### config.mk
export PLATFORM = sky130hd
export DESIGN_NAME = cic3_row_readout_serializer
export DESIGN_NICKNAME = d
export VERILOG_FILES = /design/src/rtl/cic3_row_readout_serializer.sv
export SDC_FILE = /design/constraint.sdc
export NUM_CORES = 2
export LEC_CHECK = 0
export ABC_CLOCK_PERIOD_IN_PS = 3600
export CORE_MARGIN = 3
export CORE_UTILIZATION = 30
export CTS_CLUSTER_SIZE = 12
export DETAILED_ROUTE_END_ITERATION = 12
export RECOVER_POWER = 100
export REMOVE_ABC_BUFFERS = 1
export SLEW_MARGIN = 25
export SYNTH_ARGS = -nofsm -noshare
export SYNTH_HDL_FRONTEND = slang
export SYNTH_SLANG_ARGS = --single-unit
### constraint.sdc
create_clock -name clk -period 3.6 [get_ports clk]
set_clock_uncertainty 0.2 [all_clocks]
set_input_delay 0.72 -clock clk [delete_from_list [all_inputs] [get_ports clk]]
set_output_delay 0.72 -clock clk [all_outputs]
set_load 0.005 [all_outputs]
### src/rtl/cic3_row_readout_serializer.sv
// cic3_row_readout_serializer
// Captures the CIC3 filter row outputs on each decimated sample strobe and
// streams them as one framed, MSB-first serial bitstream:
//   8-bit header, SEQ_WIDTH-bit sequence number, then every enabled channel.
// All outputs are registered. The next-state values are computed first and
// the serial bit for the following cycle is selected from them, so the first
// header bit appears on sdo the cycle after capture.
`timescale 1ns/1ps
module cic3_row_readout_serializer #(
  parameter int         NUM_CHANNELS = 24,
  parameter int         WORD_WIDTH   = 25,
  parameter logic [7:0] HEADER       = 8'hA5,
  parameter int         SEQ_WIDTH    = 4
) (
  input  logic                               clk,
  input  logic                               reset_n,
  input  logic                               enable,
  input  logic                               sample_strobe,
  input  logic [NUM_CHANNELS*WORD_WIDTH-1:0] data_in,
  input  logic [NUM_CHANNELS-1:0]            channel_mask,
  output logic                               sdo,
  output logic                               sdo_valid,
  output logic                               frame_start,
  output logic                               busy,
  output logic                               overrun
);

  localparam int DATA_W = NUM_CHANNELS * WORD_WIDTH;
  localparam int CNT_W  = $clog2(WORD_WIDTH + SEQ_WIDTH + 8);
  localparam int CH_W   = $clog2(NUM_CHANNELS + 1);

  typedef enum logic [1:0] {
    IDLE = 2'd0,
    HDR  = 2'd1,
    SEQ  = 2'd2,
    DATA = 2'd3
  } state_t;

  // Lowest-index set bit of the remaining mask (channels go out ascending).
  function automatic logic [CH_W-1:0] lowest_set(input logic [NUM_CHANNELS-1:0] m);
    logic [CH_W-1:0] idx;
    idx = {CH_W{1'b0}};
    for (int i = NUM_CHANNELS - 1; i >= 0; i--) begin
      if (m[i]) begin
        idx = CH_W'(i);
      end else begin
        idx = idx;
      end
    end
    return idx;
  endfunction

  // Registered state. cnt_r is the bit index currently on sdo within the
  // current field; mask_r holds the channels still to send after chan_r.
  state_t                  state_r, state_s;
  logic [CNT_W-1:0]        cnt_r, cnt_s;
  logic [CH_W-1:0]         chan_r, chan_s;
  logic [NUM_CHANNELS-1:0] mask_r, mask_s;
  logic [DATA_W-1:0]       data_r, data_s;
  logic [SEQ_WIDTH-1:0]    seq_sh_r, seq_sh_s;
  logic [SEQ_WIDTH-1:0]    seq_cnt_r, seq_cnt_s;
  logic                    overrun_r, overrun_s;
  logic                    sdo_r, sdo_s;
  logic                    sdo_valid_r, sdo_valid_s;
  logic                    frame_start_r, frame_start_s;
  logic                    busy_r, busy_s;

  logic                    in_frame_s;
  logic                    last_bit_s;
  logic                    capture_s;
  logic [WORD_WIDTH-1:0]   word_s;
  logic [WORD_WIDTH-1:0]   word_shift_s;
  logic [7:0]              hdr_shift_s;
  logic [SEQ_WIDTH-1:0]    seq_shift_s;

  // Next-state, capture, sequence/overrun bookkeeping and next serial bit.
  always_comb begin
    state_s       = state_r;
    cnt_s         = cnt_r;
    chan_s        = chan_r;
    mask_s        = mask_r;
    data_s        = data_r;
    seq_sh_s      = seq_sh_r;
    seq_cnt_s     = seq_cnt_r;
    overrun_s     = overrun_r;
    sdo_s         = 1'b0;
    sdo_valid_s   = 1'b0;
    frame_start_s = 1'b0;
    busy_s        = 1'b0;
    word_s        = {WORD_WIDTH{1'b0}};
    word_shift_s  = {WORD_WIDTH{1'b0}};
    hdr_shift_s   = 8'h00;
    seq_shift_s   = {SEQ_WIDTH{1'b0}};

    in_frame_s = (state_r != IDLE);
    // The last frame bit is the final bit of the seq field or of a data word
    // with no channels left to send.
    last_bit_s = ((state_r == SEQ) || (state_r == DATA)) &&
                 (cnt_r == {CNT_W{1'b0}}) && (mask_r == {NUM_CHANNELS{1'b0}});
    capture_s  = enable && sample_strobe && (!in_frame_s || last_bit_s);

    if (!enable) begin
      // Abort: a partial frame is never resumed.
      state_s   = IDLE;
      cnt_s     = {CNT_W{1'b0}};
      chan_s    = {CH_W{1'b0}};
      mask_s    = {NUM_CHANNELS{1'b0}};
      seq_cnt_s = {SEQ_WIDTH{1'b0}};
      overrun_s = 1'b0;
    end else begin
      // Every strobe advances the counter, so dropped samples show as gaps.
      if (sample_strobe) begin
        seq_cnt_s = seq_cnt_r + SEQ_WIDTH'(1);
      end else begin
        seq_cnt_s = seq_cnt_r;
      end

      if (sample_strobe && in_frame_s && !last_bit_s) begin
        overrun_s = 1'b1;
      end else begin
        overrun_s = overrun_r;
      end

      if (capture_s) begin
        state_s  = HDR;
        cnt_s    = CNT_W'(7);
        chan_s   = {CH_W{1'b0}};
        mask_s   = channel_mask;
        data_s   = data_in;
        seq_sh_s = seq_cnt_r;
      end else begin
        case (state_r)
          IDLE: begin
            state_s = IDLE;
          end
          HDR: begin
            if (cnt_r == {CNT_W{1'b0}}) begin
              state_s = SEQ;
              cnt_s   = CNT_W'(SEQ_WIDTH - 1);
            end else begin
              cnt_s   = cnt_r - CNT_W'(1);
            end
          end
          SEQ, DATA: begin
            if (cnt_r != {CNT_W{1'b0}}) begin
              cnt_s = cnt_r - CNT_W'(1);
            end else if (mask_r != {NUM_CHANNELS{1'b0}}) begin
              // Jump straight to the next enabled channel: no bubble.
              state_s = DATA;
              chan_s  = lowest_set(mask_r);
              mask_s  = mask_r & (mask_r - {{(NUM_CHANNELS-1){1'b0}}, 1'b1});
              cnt_s   = CNT_W'(WORD_WIDTH - 1);
            end else begin
              state_s = IDLE;
              cnt_s   = {CNT_W{1'b0}};
            end
          end
          default: begin
            state_s = IDLE;
            cnt_s   = {CNT_W{1'b0}};
          end
        endcase
      end
    end

    // Select the bit that will be on sdo during the next cycle.
    word_s       = data_s[int'(chan_s) * WORD_WIDTH +: WORD_WIDTH];
    word_shift_s = word_s >> cnt_s;
    hdr_shift_s  = HEADER >> cnt_s;
    seq_shift_s  = seq_sh_s >> cnt_s;
    case (state_s)
      IDLE:    sdo_s = 1'b0;
      HDR:     sdo_s = hdr_shift_s[0];
      SEQ:     sdo_s = seq_shift_s[0];
      DATA:    sdo_s = word_shift_s[0];
      default: sdo_s = 1'b0;
    endcase
    sdo_valid_s   = (state_s != IDLE);
    busy_s        = (state_s != IDLE);
    frame_start_s = (state_s == HDR) && (cnt_s == CNT_W'(7));
  end

  // State, shadow and output registers; async active-low reset.
  always_ff @(posedge clk or negedge reset_n) begin
    if (!reset_n) begin
      state_r       <= IDLE;
      cnt_r         <= {CNT_W{1'b0}};
      chan_r        <= {CH_W{1'b0}};
      mask_r        <= {NUM_CHANNELS{1'b0}};
      data_r        <= {DATA_W{1'b0}};
      seq_sh_r      <= {SEQ_WIDTH{1'b0}};
      seq_cnt_r     <= {SEQ_WIDTH{1'b0}};
      overrun_r     <= 1'b0;
      sdo_r         <= 1'b0;
      sdo_valid_r   <= 1'b0;
      frame_start_r <= 1'b0;
      busy_r        <= 1'b0;
    end else begin
      state_r       <= state_s;
      cnt_r         <= cnt_s;
      chan_r        <= chan_s;
      mask_r        <= mask_s;
      data_r        <= data_s;
      seq_sh_r      <= seq_sh_s;
      seq_cnt_r     <= seq_cnt_s;
      overrun_r     <= overrun_s;
      sdo_r         <= sdo_s;
      sdo_valid_r   <= sdo_valid_s;
      frame_start_r <= frame_start_s;
      busy_r        <= busy_s;
    end
  end

  assign sdo         = sdo_r;
  assign sdo_valid   = sdo_valid_r;
  assign frame_start = frame_start_r;
  assign busy        = busy_r;
  assign overrun     = overrun_r;

endmodule

Word-level counts from Yosys, hierarchy flattened
Index checks and enable logic that the tools add are counted.
{ "classes": {"div": 0, "muxes": 55, "addsub": 3, "n_reduce_logical": 21, "order_cmp": 0, "bitwise_logic": 1, "mul": 1, "shift": 4, "eq_ne": 12} }
{ "op_table": {"columns": ["operator", "count"], "rows": [
  ["2-to-1 mux 600 bit", 2],
  ["indexed part select 600 x 11 -> 25 bit", 1],
  ["2-to-1 mux 5 bit", 30],
  ["2-to-1 mux 24 bit", 5],
  [">> shifter 25 x 6 -> 1 bit", 1],
  ["bitwise AND 24 bit", 1],
  ["logical NOT 24 bit", 1],
  ["2-to-1 mux 6 bit", 4],
  ["nonzero test 24 bit", 1],
  ["subtractor 24 x 1 -> 24 bit, second input constant", 1],
  ["2-to-1 mux 4 bit", 4],
  ["one-hot mux 6 bit (2 select lines)", 1],
  ["multiplier 5 x 5 -> 10 bit, second input constant", 1],
  ["2-to-1 mux 2 bit", 5],
  ["equality test 2 bit, second input constant", 4],
  [">> shifter 8 x 6 -> 1 bit, first input constant", 1],
  ["logical AND 1 bit", 7],
  ["equality test 6 x 3 -> 1 bit, second input constant", 1],
  ["logical NOT 6 bit", 1],
  ["inequality test 3 x 1 -> 1 bit, second input constant", 2],
  ["one-hot mux 2 bit (3 select lines)", 1],
  ["nonzero test 6 bit", 1],
  [">> shifter 4 x 6 -> 1 bit", 1],
  ["subtractor 6 x 1 -> 6 bit, second input constant", 1],
  ["other kinds (12)", 19]
]} }
{ "word_totals": {"mem_bits_ro": 0, "register_bits": 649, "mem_bits_rw": 0, "word_cells": 108, "latchBits": 0, "n_memories": 0, "inputBits": 628} }

Depth between registers and ports, before layout
{ "depth": {"depth_word": 33, "mapped_depth": 22, "depth_no_buf": 16} }

Worst setup path before layout
OpenSTA, ideal clock, no wires.
{ "synth_timing": {"path_type": "register -> register", "from": "reg cnt_r[0]", "to": "reg sdo_r, in the netlist sdo", "period_less_slack_ps": 3939, "arrival_time_ps": 3644, "slack_ps": -339, "n_path_buf": 2, "t_required_ps": 3304, "stages_incl_launch_ff": 19, "cell_sequence": "dfrtp_1 > inv_1 > ha_1 > nor3b_1 > and2_1 > buf_2 > o21a_1 > buf_6 > o211ai_2 > and2_4 > inv_2 > mux4_2 > and3_1 > or4b_1 > nor3_1 > a221oi_1 > a211oi_2 > o32ai_1 > a311oi_2"} }
{ "synth_via": {"elab_chain_len": 11, "elab_cells_between_ends": 35, "cone_classes": "add/sub (1); mul (1); eq/ne (3); shift (4); mux (19); reduce/logical (7)"} }
{ "synth_rtl": {"columns": ["item", "line", "rtl"], "rows": [
  ["start: declaration", "56", "logic [CNT_W-1:0] cnt_r, cnt_s;"],
  ["start signal: assignment", "187", "cnt_r <= {CNT_W{1'b0}};"],
  ["start signal: assignment", "200", "cnt_r <= cnt_s;"],
  ["logical NOT 6 bit", "99, 137", null],
  ["logical AND 1 bit", "98", "last_bit_s = ((state_r == SEQ) || (state_r == DATA)) &&"],
  ["logical AND 1 bit", "99", "(cnt_r == {CNT_W{1'b0}}) && (mask_r == {NUM_CHANNELS{1'b0}});"],
  ["logical OR 1 bit", "100", "capture_s = enable && sample_strobe && (!in_frame_s || last_bit_s);"],
  ["logical AND 1 bit", "100", null],
  ["2-to-1 mux 5 bit", "124", "if (capture_s) begin"],
  ["2-to-1 mux 5 bit", "102", "if (!enable) begin"],
  ["multiplier 5 x 5 -> 10 bit", "167", "word_s = data_s[int'(chan_s) * WORD_WIDTH +: WORD_WIDTH];"],
  ["indexed part select 600 x 11 -> 25 bit", "167", null],
  [">> shifter 25 x 6 -> 1 bit", "168", "word_shift_s = word_s >> cnt_s;"],
  ["one-hot mux 1 bit (4 select lines) (*)", "171", "case (state_s)"],
  ["net sdo_s", "63", "logic sdo_r, sdo_s;"],
  ["end signal: assignment", "207", "sdo_r <= sdo_s;"],
  ["end: declaration", "63", null]
]} }
Mark *: on every way through the listed nets, which the timed path passes. The rest lies on a longest branch.
A chain may end at the register's enable or synchronous reset.

Final worst setup path
{ "layout_timing": {"from": "reg mask_r[22]", "to": "reg sdo_r, in the netlist sdo"} }
{ "layout_via": {"elab_chain_len": 32, "elab_cells_between_ends": 57, "cone_classes": "mul (1); eq/ne (3); shift (4); mux (43); reduce/logical (6)"} }
{ "layout_rtl": {"columns": ["item", "line", "rtl"], "rows": [
  ["start: declaration", "58", "logic [NUM_CHANNELS-1:0] mask_r, mask_s;"],
  ["start signal: assignment", "189", "mask_r <= {NUM_CHANNELS{1'b0}};"],
  ["start signal: assignment", "202", "mask_r <= mask_s;"],
  ["2-to-1 mux 5 bit (23 in a row)", "44", "if (m[i]) begin"],
  ["2-to-1 mux 5 bit", "147", "end else if (mask_r != {NUM_CHANNELS{1'b0}}) begin"],
  ["2-to-1 mux 5 bit", "145", "if (cnt_r != {CNT_W{1'b0}}) begin"],
  ["2-to-1 mux 5 bit", "132", "case (state_r)"],
  ["2-to-1 mux 5 bit", "124", null],
  ["2-to-1 mux 5 bit", "102", null],
  ["multiplier 5 x 5 -> 10 bit", "167", null],
  ["indexed part select 600 x 11 -> 25 bit", "167", null],
  [">> shifter 25 x 6 -> 1 bit", "168", null],
  ["one-hot mux 1 bit (4 select lines) (*)", "171", null],
  ["net sdo_s", "63", null]
]} }
Marked as above.

==> key figures <==
Power and ir drop
  • Power density over the cells: 513 nW/um^2
  • Fraction of power spent switching nets: 0.296
  • Relative contribution of sequential cells to total power: 0.385
  • Maximum VDD drop: 0.298 mV
  • Sum of internal, switching and leakage power: 24400 uW
  • Leak pwr: 0.0233 uW
  • Combinational fraction of design power: 0.261
  • P_sw: 7240 uW
  • Cell-internal power: 17200 uW
  • Clock share of power: 0.354

STA
  • Period utilisation layout: 1.20
  • Count of final hold-check violations: 0
  • Relative slew slack: -0.397
  • Post-Route Setup TNS: -0.731 ns
  • Final critical-path required period: 4.33 ns
  • Fmax: 231 MHz
  • Pins over their slew limit: 62
  • Slack of the critical path: -0.731 ns
  • Worst hold slack across all endpoints: 0.266 ns
  • Endpoints failing setup: 1
  • Actual transition at the worst max-transition pin: 2.09 ns
  • Unrepaired setup endpoints after global routing: yes

Placed design
  • Detail Placement HPWL: 100000 um
  • Placed cell count: 6191
  • Number of I/O port buffers: 632
  • Final weighted congestion in routability-driven placement: 0.891

Run
  • Number of violations of the max-capacitance limit: 1

Routing
  • Vias after detailed routing: 31765
  • First-pass iteration count of the detailed router: 6
  • Via count normalized by instance count: 4.96
  • Post-detailed-route DRC marker count: 0
  • Detailed-route wire length per cell: 20.9 um
  • Remaining number of nets flagged by the antenna check after routing: 0
  • Wire length reported by the detailed router: 134000 um
  • Drt first-iter violations: 2632

Hold path
  • Start point of the worst min-delay path: data_r[471]
  • Min-Delay Path Class: flip-flop to flip-flop
  • Cell depth of the worst min-delay path: 2

Critical path
  • Data required time of the critical path: 3.96 ns
  • Worst setup EP type: flip-flop
  • WP data arrival: 4.69 ns
  • FF-to-FF Start: mask_r[22]
  • Reg-to-reg setup timing slack: -0.73 ns
  • Crit path launch type: flip-flop
  • Origin of the worst setup path: mask_r[22]
  • FF-to-FF path depth: 17
  • Crit-path max FO: 27
  • Worst Setup Path Type: flip-flop to flip-flop

Clock network
  • Number of buffers added by the clock tree synthesis step: 79
  • Worst skew pair latency: 0.65 ns
  • CTS tree: yes
  • # H-tree levels: 3
  • Clock transition at the register clock pins on the worst setup and hold paths after CTS: 0.07 ns
  • Maximum root-to-sink buffer count: 3
  • Sinks on Clock Net: 649
  • Root buffer cell: sky130_fd_sc_hd__clkbuf_16

Layout
  • Share of post-route cells with drive strength above 1: 0.174
  • Final non-filler cell total: 6407
  • Sequential cell area: 16200 um^2
  • Fill count: 10282
  • Area of combinational cells with multiple inputs: 14800 um^2
  • Layout overhead on the synthesized area: 49.1%
  • # nets final: 5566

Floorplanning
  • Initial core utilization: 0.303
  • Overall die height: 332 um
  • Std cell rows: 119
  • IO Count: 633
  • Placeable core region: 105000 um^2
  • Die footprint: 110000 um^2
  • Die span in x: 332 um

Logic synthesis
  • Number of enable-type register cells in the synthesized netlist: 0
  • Proportion of synthesized chip area in sequential cells: 0.509
  • Mean Syn Cell Area: 8.16 um^2
  • Cell Area, Synth: 31900 um^2
  • Proportion of register bits with asynchronous set or reset after synthesis: 1.00
  • Top_reg_cell synth: sky130_fd_sc_hd__dfrtp_1
  • Mapped Cells: 3915
  • Number of warnings printed during yosys synthesis: 0
  • Flip-flop and latch count after synthesis: 649
  • Unique masters post-synth: 75

Global route
  • Via count of the first global-routing pass: 31895
  • First-pass GRT wire length: 196000 um
  • Largest net degree at the start of global routing: 62
  • Overall routing resource usage: 0.232
  • GR Overflow Total: 0
  • Number of antenna violations at the first check in global routing: 26

Run status
  • Result of the run: finished with violations
  • Violated checks: capacitance limit, slew limit, setup timing
-- critical path, cell delays in order (launching register included) --
cell,delay (ns)
sky130_fd_sc_hd__dfrtp_1,0.42
sky130_fd_sc_hd__nor4_2,0.36
sky130_fd_sc_hd__buf_4,0.22
sky130_fd_sc_hd__nand4_1,0.19
sky130_fd_sc_hd__o21a_1,0.28
sky130_fd_sc_hd__nor2_4,0.13
sky130_fd_sc_hd__buf_12,0.14
sky130_fd_sc_hd__buf_12,0.18
sky130_fd_sc_hd__buf_12,0.18
sky130_fd_sc_hd__buf_16,0.17
sky130_fd_sc_hd__nand2_1,0.12
sky130_fd_sc_hd__nand3_1,0.09
sky130_fd_sc_hd__o21ai_0,0.07
sky130_fd_sc_hd__o211ai_1,0.45
sky130_fd_sc_hd__a31oi_2,0.19
sky130_fd_sc_hd__nor4_4,0.30
sky130_fd_sc_hd__o2111ai_2,0.20
sky130_fd_sc_hd__a311oi_2,0.31
-- sequential cells by signal, indices dropped and copies added (netlist names) --
signal and count:
busy 1, seq_sh_r 4, state_r 2, seq_cnt_r 4
cnt_r 6, sdo 1, mask_r 24, chan_r 5
data_r 600, overrun 1, frame_start 1
-- power groups by stage --
stage	combinational (uW)	sequential, uW	clock, uW
floorplan	3680	9360	0
global placement	5960	9480	0
detailed placement	6050	9520	0
CTS	6170	9410	8830
global route	7020	9580	9110
finish	6370	9410	8650
-- logic make-up after synthesis --
kind of cell | synth area share
XOR/XNOR | 0.000823
adder cells (fa/ha/maj) | 0.000784
multiplexers | 0.0453
flip-flops | 0.509
AND/OR/NAND/NOR | 0.290
AO/OA/AOI/OAI | 0.111
buffers and inverters | 0.0439
-- Yosys cell counts (5+ instances only) --
library cell	instances	area share
sky130_fd_sc_hd__buf_4	8	0.0019
sky130_fd_sc_hd__o21a_1	6	0.0014
sky130_fd_sc_hd__o31ai_1	8	0.0019
sky130_fd_sc_hd__and3_1	22	0.0043
sky130_fd_sc_hd__nand3_1	179	0.028
sky130_fd_sc_hd__inv_2	6	0.00071
sky130_fd_sc_hd__mux2_2	44	0.016
sky130_fd_sc_hd__nand4_1	9	0.0018
sky130_fd_sc_hd__a311oi_1	37	0.010
sky130_fd_sc_hd__a22oi_1	6	0.0014
sky130_fd_sc_hd__o211a_1	12	0.0038
sky130_fd_sc_hd__a211oi_1	25	0.0059
sky130_fd_sc_hd__o211ai_1	67	0.016
sky130_fd_sc_hd__nand2_1	1915	0.23
sky130_fd_sc_hd__o21ai_0	101	0.016
sky130_fd_sc_hd__a221oi_1	19	0.0052
sky130_fd_sc_hd__a31oi_1	63	0.012
sky130_fd_sc_hd__mux2i_1	68	0.021
sky130_fd_sc_hd__and2_1	12	0.0024
sky130_fd_sc_hd__or4_1	5	0.0012
sky130_fd_sc_hd__nor3_1	39	0.0061
sky130_fd_sc_hd__a21oi_1	67	0.011
sky130_fd_sc_hd__inv_1	44	0.0052
sky130_fd_sc_hd__a2111oi_0	9	0.0025
sky130_fd_sc_hd__o2111ai_1	9	0.0025
sky130_fd_sc_hd__clkbuf_1	136	0.016
sky130_fd_sc_hd__nor4_1	15	0.0029
sky130_fd_sc_hd__nor2_1	78	0.0092
sky130_fd_sc_hd__a32o_1	13	0.0041
sky130_fd_sc_hd__dfrtp_1	649	0.51
sky130_fd_sc_hd__nand2b_1	8	0.0016
sky130_fd_sc_hd__mux4_2	12	0.0085
sky130_fd_sc_hd__o311ai_0	6	0.0016
sky130_fd_sc_hd__buf_1	29	0.0034
sky130_fd_sc_hd__buf_6	7	0.0025
sky130_fd_sc_hd__or3_1	6	0.0012
sky130_fd_sc_hd__a21o_1	12	0.0028
sky130_fd_sc_hd__buf_2	91	0.014
-- cell usage in the layout, fill, tap and decap left out, drive strengths merged, types with 38 or more instances in the layout --
cell type,n
a21oi,67
a311oi,38
a31oi,63
buf,547
clkbuf,145
clkdlybuf4s50,630
dfrtp,649
inv,52
mux2,44
mux2i,68
nand2,1916
nand3,179
nor2,79
nor3,39
o211ai,68
o21ai,106
-- routing by layer --
metal / vias up / global-route usage / wire (um)
met3: 236 / 0.0379 / 7720
met2: 1073 / 0.383 / 63800
li1: 15123 / - / -
met1: 15317 / 0.304 / 57300
met5: - / 0 / 111
met4: 16 / 0.0901 / 5030
-- worst paths after layout --
path	end
max	sdo
min	data_r[471]
max reg2reg	sdo
min reg2reg	data_r[471]
max in group asynchronous	data_r[345]
min in group asynchronous	data_r[424]
-- per-stage QoR --
step / area [um^2] / worst slack [ns] / util
6_report: 47600 / -0.731 / 0.452
5_1_grt: 47600 / -0.813 / 0.451
4_1_cts: 46800 / -0.700 / 0.444
3_5_place_dp: 43500 / -1.46 / 0.413
3_3_place_gp: 43500 / -1.39 / 0.413
2_1_floorplan: 30700 / -22.07 / -
-- what timing repair did --
action,4_1_cts,5_1_grt
cloned,2,11
hold endpoints to repair,41,0
buffers inserted,20,23
pin swaps,14,49
setup endpoints to repair,1,2
hold buffers,1,0
gates resized for setup,35,106
-- cell type report --
cell class | instances | share of cell area
repair buffers | 1211 | 0.246
inverters | 50 | 0.00423
clock inverters | 29 | 0.00841
well taps | 1391 | 0.0366
diodes | 18 | 0.000946
flip-flops and latches | 649 | 0.341
multi-input cells | 2945 | 0.311
clock buffers | 114 | 0.0516
No activity file was read; power rests on OpenSTA's default activity.
